## src/rtl/goldschmidt_ctrl_pkg.sv

```systemverilog
// Shared types and encodings for the Goldschmidt divider control/datapath pair.
// Latency: n/a (declarations only).
// Backpressure: n/a.
package gs_div_pkg;

  typedef enum logic [2:0] {
    IDLE   = 3'd0,
    INIT_N = 3'd1,
    INIT_D = 3'd2,
    ITER_N = 3'd3,
    ITER_D = 3'd4,
    FINAL  = 3'd5,
    DONE   = 3'd6
  } gs_state_t;

  // Multiplicand select
  localparam logic [1:0] ND_SEL_D    = 2'b00;
  localparam logic [1:0] ND_SEL_N    = 2'b01;
  localparam logic [1:0] ND_SEL_DREG = 2'b10;
  localparam logic [1:0] ND_SEL_NREG = 2'b11;

  // Multiplier factor select
  localparam logic K_SEL_IA          = 1'b1;
  localparam logic K_SEL_TWO_MINUS_D = 1'b0;

  typedef struct packed {
    logic       busy;
    logic       k_sel;
    logic [1:0] nd_sel;
    logic       n_en;
    logic       d_en;
  } gs_ctrl_t;

  // Per-state control word; the FINAL step writes N*(2-D) into the D register,
  // which is where the datapath takes its rounded quotient from.
  function automatic gs_ctrl_t gs_decode(input gs_state_t s);
    gs_ctrl_t c;
    c = '{busy: 1'b0, k_sel: K_SEL_TWO_MINUS_D, nd_sel: ND_SEL_D, n_en: 1'b0, d_en: 1'b0};
    case (s)
      INIT_N: c = '{busy: 1'b1, k_sel: K_SEL_IA,          nd_sel: ND_SEL_N,    n_en: 1'b1, d_en: 1'b0};
      INIT_D: c = '{busy: 1'b1, k_sel: K_SEL_IA,          nd_sel: ND_SEL_D,    n_en: 1'b0, d_en: 1'b1};
      ITER_N: c = '{busy: 1'b1, k_sel: K_SEL_TWO_MINUS_D, nd_sel: ND_SEL_NREG, n_en: 1'b1, d_en: 1'b0};
      ITER_D: c = '{busy: 1'b1, k_sel: K_SEL_TWO_MINUS_D, nd_sel: ND_SEL_DREG, n_en: 1'b0, d_en: 1'b1};
      FINAL:  c = '{busy: 1'b1, k_sel: K_SEL_TWO_MINUS_D, nd_sel: ND_SEL_NREG, n_en: 1'b0, d_en: 1'b1};
      default: c = '{busy: 1'b0, k_sel: K_SEL_TWO_MINUS_D, nd_sel: ND_SEL_D, n_en: 1'b0, d_en: 1'b0};
    endcase
    return c;
  endfunction

endpackage

```

## src/rtl/goldschmidt_ctrl_if.sv

```systemverilog
// Start/busy/done handshake plus datapath control strobes of the Goldschmidt sequencer.
// Latency: n/a (wiring only).
// Backpressure: none; start is only honoured while the sequencer is idle.
interface goldschmidt_ctrl_if;
  logic       start;
  logic       busy;
  logic       done;
  logic       result_valid;
  logic       kSelect;
  logic       nEnable;
  logic       dEnable;
  logic [1:0] ndSelect;

  // Requester / datapath side
  modport master (
    output start,
    input  busy, done, result_valid, kSelect, nEnable, dEnable, ndSelect
  );

  // Sequencer side
  modport slave (
    input  start,
    output busy, done, result_valid, kSelect, nEnable, dEnable, ndSelect
  );
endinterface

```

## src/rtl/goldschmidt_ctrl.sv

```systemverilog
// Moore FSM sequencing the shared multiplier through N/D Goldschmidt updates.
// Latency: start at t -> done at t+2*ITERS (t+4 when ITERS=1); all outputs registered.
// Backpressure: start is ignored unless IDLE; nothing is queued.
module goldschmidt_ctrl
  import gs_div_pkg::*;
#(
  parameter int ITERS = 3,
  parameter int CNT_W = $clog2(ITERS + 1)
) (
  input  logic                 clk,
  input  logic                 reset,
  goldschmidt_ctrl_if.slave    bus
);

  // Number of (ITER_N, ITER_D) pairs between the IA step and the final step.
  localparam int              ITER_PAIRS = (ITERS > 2) ? (ITERS - 2) : 0;
  localparam logic [CNT_W-1:0] PAIRS_C   = CNT_W'(ITER_PAIRS);

  gs_state_t        state_q, state_d;
  logic [CNT_W-1:0] cnt_q;
  logic [CNT_W-1:0] cnt_inc;
  gs_ctrl_t         ctrl_q;
  gs_ctrl_t         ctrl_d;
  logic             done_q;
  logic             rv_q;

  assign cnt_inc = cnt_q + 1'b1;
  assign ctrl_d  = gs_decode(state_d);

  // Next-state: cnt_inc is the number of pairs completed once this ITER_D retires.
  always_comb begin
    state_d = state_q;
    case (state_q)
      IDLE:    if (bus.start) state_d = INIT_N;
      INIT_N:  state_d = INIT_D;
      INIT_D:  state_d = (ITERS > 2) ? ITER_N : FINAL;
      ITER_N:  state_d = ITER_D;
      ITER_D:  state_d = (cnt_inc < PAIRS_C) ? ITER_N : FINAL;
      FINAL:   state_d = DONE;
      DONE:    state_d = IDLE;
      default: state_d = IDLE;
    endcase
  end

  // State, counter and registered control outputs.
  always_ff @(posedge clk) begin
    if (reset) begin
      state_q <= IDLE;
      cnt_q   <= '0;
      ctrl_q  <= '0;
      done_q  <= 1'b0;
      rv_q    <= 1'b0;
    end else begin
      state_q <= state_d;
      ctrl_q  <= ctrl_d;
      done_q  <= (state_d == DONE);
      if (state_q == IDLE && bus.start) begin
        cnt_q <= '0;
      end else if (state_q == ITER_D) begin
        cnt_q <= cnt_inc;
      end
      if (state_d == DONE) begin
        rv_q <= 1'b1;
      end else if (state_q == IDLE && bus.start) begin
        rv_q <= 1'b0;
      end
    end
  end

  assign bus.busy         = ctrl_q.busy;
  assign bus.done         = done_q;
  assign bus.result_valid = rv_q;
  assign bus.kSelect      = ctrl_q.k_sel;
  assign bus.ndSelect     = ctrl_q.nd_sel;
  assign bus.nEnable      = ctrl_q.n_en;
  assign bus.dEnable      = ctrl_q.d_en;

endmodule

```

## src/flat_wrapper.sv

```systemverilog
// flat-port wrapper written by rule: the top's interface ports become plain ports
module goldschmidt_ctrl_flat import gs_div_pkg::*;
#(
  parameter int ITERS = 3,
  parameter int CNT_W = $clog2(ITERS + 1)
)
  (clk, reset, bus_start, bus_busy, bus_done, bus_result_valid, bus_kSelect, bus_nEnable, bus_dEnable, bus_ndSelect);
  goldschmidt_ctrl_if bus_i ();
  input  logic clk;
  input  logic reset;
  input wire logic [$bits(bus_i.start)-1:0] bus_start;
  output wire logic [$bits(bus_i.busy)-1:0] bus_busy;
  output wire logic [$bits(bus_i.done)-1:0] bus_done;
  output wire logic [$bits(bus_i.result_valid)-1:0] bus_result_valid;
  output wire logic [$bits(bus_i.kSelect)-1:0] bus_kSelect;
  output wire logic [$bits(bus_i.nEnable)-1:0] bus_nEnable;
  output wire logic [$bits(bus_i.dEnable)-1:0] bus_dEnable;
  output wire logic [$bits(bus_i.ndSelect)-1:0] bus_ndSelect;
  assign bus_i.start = bus_start;
  assign bus_busy = bus_i.busy;
  assign bus_done = bus_i.done;
  assign bus_result_valid = bus_i.result_valid;
  assign bus_kSelect = bus_i.kSelect;
  assign bus_nEnable = bus_i.nEnable;
  assign bus_dEnable = bus_i.dEnable;
  assign bus_ndSelect = bus_i.ndSelect;
  goldschmidt_ctrl #(.ITERS(ITERS), .CNT_W(CNT_W)) u_core (.clk(clk), .reset(reset), .bus(bus_i));
endmodule
```

## config.mk

```make
export PLATFORM = sky130hd
export DESIGN_NAME = goldschmidt_ctrl_flat
export DESIGN_NICKNAME = d
export VERILOG_FILES = /design/src/rtl/goldschmidt_ctrl_pkg.sv /design/src/rtl/goldschmidt_ctrl_if.sv /design/src/rtl/goldschmidt_ctrl.sv /design/src/flat_wrapper.sv
export SDC_FILE = /design/constraint.sdc
export NUM_CORES = 1
export LEC_CHECK = 0
export BUFFER_PORTS_ARGS = -buffer_cell sky130_fd_sc_hd__buf_2
export CAP_MARGIN = 10
export CORE_AREA = 2 2 39 41
export DETAILED_ROUTE_END_ITERATION = 8
export DIE_AREA = 0 0 41 43
export PLACE_DENSITY_LB_ADDON = 0.08
export SLEW_MARGIN = 25
export SYNTH_ARGS = -nofsm -noshare
export SYNTH_HDL_FRONTEND = slang
export SYNTH_SLANG_ARGS = --single-unit
```

## constraint.sdc

```tcl
create_clock -name clk -period 1.05 [get_ports clk]
set_input_delay 0.1575 -clock clk [delete_from_list [all_inputs] [get_ports clk]]
set_output_delay 0.1575 -clock clk [all_outputs]
set_load 0.005 [all_outputs]
```

==> impl_results.html <==
<table>
<tr><th>Metric</th><th>Value</th></tr>
<tr><th colspan="2">Outcome</th></tr>
<tr><td>Result of the run</td><td>complete, no violations</td></tr>
<tr><th colspan="2">GRT</th></tr>
<tr><td>Met2 track demand over resource</td><td>19.1%</td></tr>
<tr><td>GRT met1 Usage</td><td>22.3%</td></tr>
<tr><td>Overall fraction of global-route tracks in use</td><td>15.2%</td></tr>
<tr><td>Most heavily used metal layer in global routing</td><td>met1</td></tr>
<tr><td>Total gr overflow</td><td>0</td></tr>
<tr><td>Maximum number of pins on one net before global-route repair</td><td>10</td></tr>
<tr><td>First-pass GRT wire length</td><td>1.77 mm</td></tr>
<tr><td>Via count of the first global-routing pass</td><td>396</td></tr>
<tr><td>Global-route track usage on met3</td><td>3.14%</td></tr>
<tr><td>Antenna violations before repair</td><td>0</td></tr>
<tr><th colspan="2">Power and ir drop</th></tr>
<tr><td>Highest ir drop seen on vdd</td><td>630 uV</td></tr>
<tr><td>Clock network fraction of design power</td><td>between 20% and 30%</td></tr>
<tr><td>Total net switching power</td><td>about 270 uW</td></tr>
<tr><td>Proportion of total power due to net switching</td><td>around a quarter</td></tr>
<tr><td>P per Cell Area</td><td>1410 mW/mm^2</td></tr>
<tr><td>Internal power consumption</td><td>770 uW</td></tr>
<tr><td>Power Total</td><td>between 1000 and 1500 uW</td></tr>
<tr><td>Sequential power share</td><td>52.9%</td></tr>
<tr><td>Static leakage</td><td>0.000311 uW</td></tr>
<tr><td>Part of the power in combinational logic</td><td>between 10% and 20%</td></tr>
<tr><th colspan="2">Yosys</th></tr>
<tr><td>Async S/R FF share, synth</td><td>0%</td></tr>
<tr><td>Leading cell type by number of instances after synthesis</td><td>sky130_fd_sc_hd__dfxtp_1</td></tr>
<tr><td>Mapped Cells</td><td>55</td></tr>
<tr><td>Count of warnings emitted by yosys</td><td>0</td></tr>
<tr><td>Post-synth EDFFs</td><td>0</td></tr>
<tr><td>Library cells used by synthesis</td><td>25</td></tr>
<tr><td>Most used flip-flop cell after synthesis</td><td>sky130_fd_sc_hd__dfxtp_1</td></tr>
<tr><td>Post-Synthesis Mean Instance Area</td><td>9.46 sq um</td></tr>
<tr><td>Combined area of all synthesized cells</td><td>520 sq um</td></tr>
<tr><td>Yosys top cell by area</td><td>sky130_fd_sc_hd__dfxtp_1</td></tr>
<tr><td>Yosys reg bits</td><td>13</td></tr>
<tr><td>Share of the synthesized area in the top cell type</td><td>50.0%</td></tr>
<tr><td>Top cell types by occurrence after synthesis</td><td>13 x sky130_fd_sc_hd__dfxtp_1, 6 x sky130_fd_sc_hd__a21oi_1, 6 x sky130_fd_sc_hd__nor2_1, 4 x sky130_fd_sc_hd__nor3_1, 3 x sky130_fd_sc_hd__inv_1</td></tr>
<tr><td>Synthesized netlist net count</td><td>59</td></tr>
<tr><td>Portion of the post-synthesis area used by sequential elements</td><td>50.0%</td></tr>
<tr><td>Top cells by area in the synthesized netlist</td><td>sky130_fd_sc_hd__dfxtp_1 50%, sky130_fd_sc_hd__a21oi_1 5.8%, sky130_fd_sc_hd__nor2_1 4.3%</td></tr>
<tr><th colspan="2">Timing</th></tr>
<tr><td>Worst hold slack across all endpoints</td><td>roughly 0.16 ns</td></tr>
<tr><td>Final worst-path cycle share</td><td>99.6%</td></tr>
<tr><td>Setup repair after global routing missed its margin</td><td>yes</td></tr>
<tr><td>Number of endpoints failing setup at the final stage</td><td>0</td></tr>
<tr><td>Transition time at the pin with the least slew margin</td><td>0.406 ns</td></tr>
<tr><td>Final number of hold-violating endpoints</td><td>0</td></tr>
<tr><td>Post-route setup slack</td><td>0.00409 ns</td></tr>
<tr><td>Count of final max-slew check failures</td><td>0</td></tr>
<tr><td>Setup clock skew after layout</td><td>0.00156 ns</td></tr>
<tr><td>Fin crit period</td><td>1.05 ns</td></tr>
<tr><td>Highest Clock Rate</td><td>956 MHz</td></tr>
<tr><td>Slew Limit Headroom</td><td>72.9%</td></tr>
<tr><th colspan="2">Worst setup path</th></tr>
<tr><td>Critical path data required time</td><td>between 1 and 1.5 ns</td></tr>
<tr><td>Worst-case register-to-register setup slack</td><td>roughly 0.0041 ns</td></tr>
<tr><td>Cell depth of the worst flop-to-flop path</td><td>3</td></tr>
<tr><td>Kind of end point of the critical path</td><td>register</td></tr>
<tr><td>Crit-path max cell delay</td><td>0.39 ns</td></tr>
<tr><td>Cell-by-cell trace of the critical path</td><td>or3b_1 &gt; a21oi_2 &gt; nor3_1</td></tr>
<tr><td>Capture instance of the worst register-to-register path</td><td>u_core.bus.result_valid</td></tr>
<tr><td>Worst path slowest cell</td><td>sky130_fd_sc_hd__or3b_1</td></tr>
<tr><td>Number of buffer and inverter stages on the critical path</td><td>0</td></tr>
<tr><td>Reg-to-Reg Start</td><td>u_core.state_q[1]</td></tr>
<tr><td>Crit-path max FO</td><td>8</td></tr>
<tr><td>Worst path top cell family by delay</td><td>simple AND/OR/NAND/NOR gates</td></tr>
<tr><td>Worst Setup Path Type</td><td>register to register</td></tr>
<tr><td>Critical Path Source Type</td><td>register</td></tr>
<tr><td>CP Data Arrival Time</td><td>1.21 ns</td></tr>
<tr><th colspan="2">Layout</th></tr>
<tr><td>Post-route cell area</td><td>738 sq um</td></tr>
<tr><td>Fraction of final layout cells with drive strength greater than 1</td><td>50.7%</td></tr>
<tr><td>Non-filler instance count after layout</td><td>91</td></tr>
<tr><td>Layout overhead on the synthesized area</td><td>41.8%</td></tr>
<tr><td>Number of diodes added for antenna fixing</td><td>0</td></tr>
<tr><td>Net count, final</td><td>80</td></tr>
<tr><th colspan="2">CTS</th></tr>
<tr><td>CTS sink cnt</td><td>13</td></tr>
<tr><td>Clock network latency to the later pin of the worst-skew pair</td><td>0.27 ns</td></tr>
<tr><td>CTS H-tree depth</td><td>1</td></tr>
<tr><td>Clk root buf</td><td>sky130_fd_sc_hd__clkbuf_4</td></tr>
<tr><td>TritonCTS clock tree</td><td>yes</td></tr>
<tr><td>Clock-pin transition on the worst setup and hold timing paths</td><td>0.08 ns</td></tr>
<tr><td>Max Root-Sink Buffers</td><td>2</td></tr>
<tr><td>CTS Buf Count</td><td>3</td></tr>
<tr><th colspan="2">Run</th></tr>
<tr><td>Number of max-cap violations</td><td>0</td></tr>
<tr><th colspan="2">Placed design</th></tr>
<tr><td>IO buf count</td><td>10</td></tr>
<tr><td>Area after DPL</td><td>623 sq um</td></tr>
<tr><td>Placed Instances</td><td>84</td></tr>
<tr><td>Gp weighted congestion</td><td>0.698</td></tr>
<tr><td>Post-placement setup slack</td><td>-0.0459 ns</td></tr>
<tr><td>DP Wirelength</td><td>roughly 740 um</td></tr>
<tr><th colspan="2">Floorplanning</th></tr>
<tr><td>Core Footprint</td><td>0.00138 sq mm</td></tr>
<tr><td>Number of primary I/O pins</td><td>11</td></tr>
<tr><td>Height of the die</td><td>43 um</td></tr>
<tr><td>Initial Utilization</td><td>37.6%</td></tr>
<tr><td>Die area</td><td>0.00176 sq mm</td></tr>
<tr><td>Die boundary width</td><td>41 um</td></tr>
<tr><td>Placement Rows</td><td>14</td></tr>
<tr><th colspan="2">Route</th></tr>
<tr><td>Final Routed Wirelength</td><td>1.10 mm</td></tr>
<tr><td>Post-detailed-route DRC marker count</td><td>0</td></tr>
<tr><td>Antenna Nets Post-Route</td><td>0</td></tr>
<tr><td>Count of vias placed by the detailed router</td><td>456</td></tr>
<tr><td>Violation count after the first detailed-routing iteration</td><td>3</td></tr>
<tr><td>Drt first pass iters</td><td>3</td></tr>
<tr><td>Via density per instance</td><td>about 5.0</td></tr>
<tr><td>Avg WL per Cell</td><td>12.0 um</td></tr>
<tr><th colspan="2">Worst hold path</th></tr>
<tr><td>Number of cells on the worst hold path</td><td>2</td></tr>
<tr><td>Startpoint of the worst hold path</td><td>reset</td></tr>
<tr><td>Hold crit path type</td><td>input port to register</td></tr>
<tr><td>Worst Hold Endpoint</td><td>u_core.state_q[1]</td></tr>
</table>
## cell families (layout without fill, tap and decap cells)
logic type	Yosys count	in the layout	share of synthesized area, %
compound gates	14	14	20.2
fa+ha+maj	1	1	2.40
buf+inv	8	28	6.97
simple gates	19	19	20.4
flops	13	13	50.0
## final cells by class
cell class	count	area (sq um)
clock buffers	4	26.3
fillers	133	646
inverters	4	15.0
multi-input cells	34	275
flip-flops and latches	13	269
well taps	16	20.0
repair buffers	20	133
## registers in the layout, summed over array words and instances (netlist names)
name,cells
u_core.state_q,3
u_core.cnt_q,2
u_core.bus.kSelect,1
u_core.bus.ndSelect,2
u_core.bus.nEnable,1
u_core.bus.busy,1
u_core.bus.done,1
u_core.bus.dEnable,1
u_core.bus.result_valid,1
## cell usage in the layout (no fill, tap or decap), types with 2 or more instances in the layout
master	count
sky130_fd_sc_hd__nor3_1	2
sky130_fd_sc_hd__buf_4	8
sky130_fd_sc_hd__buf_2	10
sky130_fd_sc_hd__dfxtp_1	10
sky130_fd_sc_hd__a21oi_1	5
sky130_fd_sc_hd__dfxtp_4	2
sky130_fd_sc_hd__nor4_1	2
sky130_fd_sc_hd__clkbuf_4	3
sky130_fd_sc_hd__buf_6	2
sky130_fd_sc_hd__nor2_1	5
sky130_fd_sc_hd__a211oi_2	2
sky130_fd_sc_hd__inv_1	3
sky130_fd_sc_hd__nor3_2	2
## stage by stage
step	TNS (ns)	util [%]
after floorplan	-0.0235	-
after global placement	-0.139	45.0
after detailed placement	-0.0918	45.0
after CTS	-0.0257	48.6
after global routing	-0.151	53.3
final	0	53.3
## per-layer routing
| metal | up-vias | wire length, um |
|---|---|---|
| li1 | 241 | - |
| met1 | 206 | 552 |
| met2 | 7 | 501 |
| met3 | 2 | 36 |
| met4 | 0 | 5 |
| met5 | - | 0 |
## power groups by stage
stage / sequential (uW) / combinational, uW / clock, uW
after detailed placement: 557 / 149 / 0
after CTS: 549 / 156 / 314
final: 549 / 189 / 299
after global placement: 558 / 150 / 0
after global routing: 554 / 207 / 345
after floorplan: 551 / 97.5 / 0
## worst max-delay path by stage
stage | start | end | slack (ns) | cells after the start
floorplan | u_core.state_q[1] | u_core.bus.result_valid | -0.02 | 4
global placement | u_core.state_q[0] | u_core.bus.result_valid | -0.06 | 3
detailed placement | u_core.state_q[0] | u_core.bus.result_valid | -0.05 | 3
CTS | u_core.state_q[2] | u_core.state_q[2] | -0.01 | 4
global route | u_core.state_q[1] | u_core.bus.ndSelect[0] | -0.05 | 2
finish | u_core.state_q[1] | u_core.bus.result_valid | 0.004 | 3
## what timing repair did
item                       in CTS  in global routing
setup endpoints to repair       6                  9
resized for setup               5                 11
hold buffers                    0                  0
pin swaps                       1                  1
buffers inserted                0                  3
hold endpoints to repair        0                  0
No activity file was read; power rests on OpenSTA's default activity.
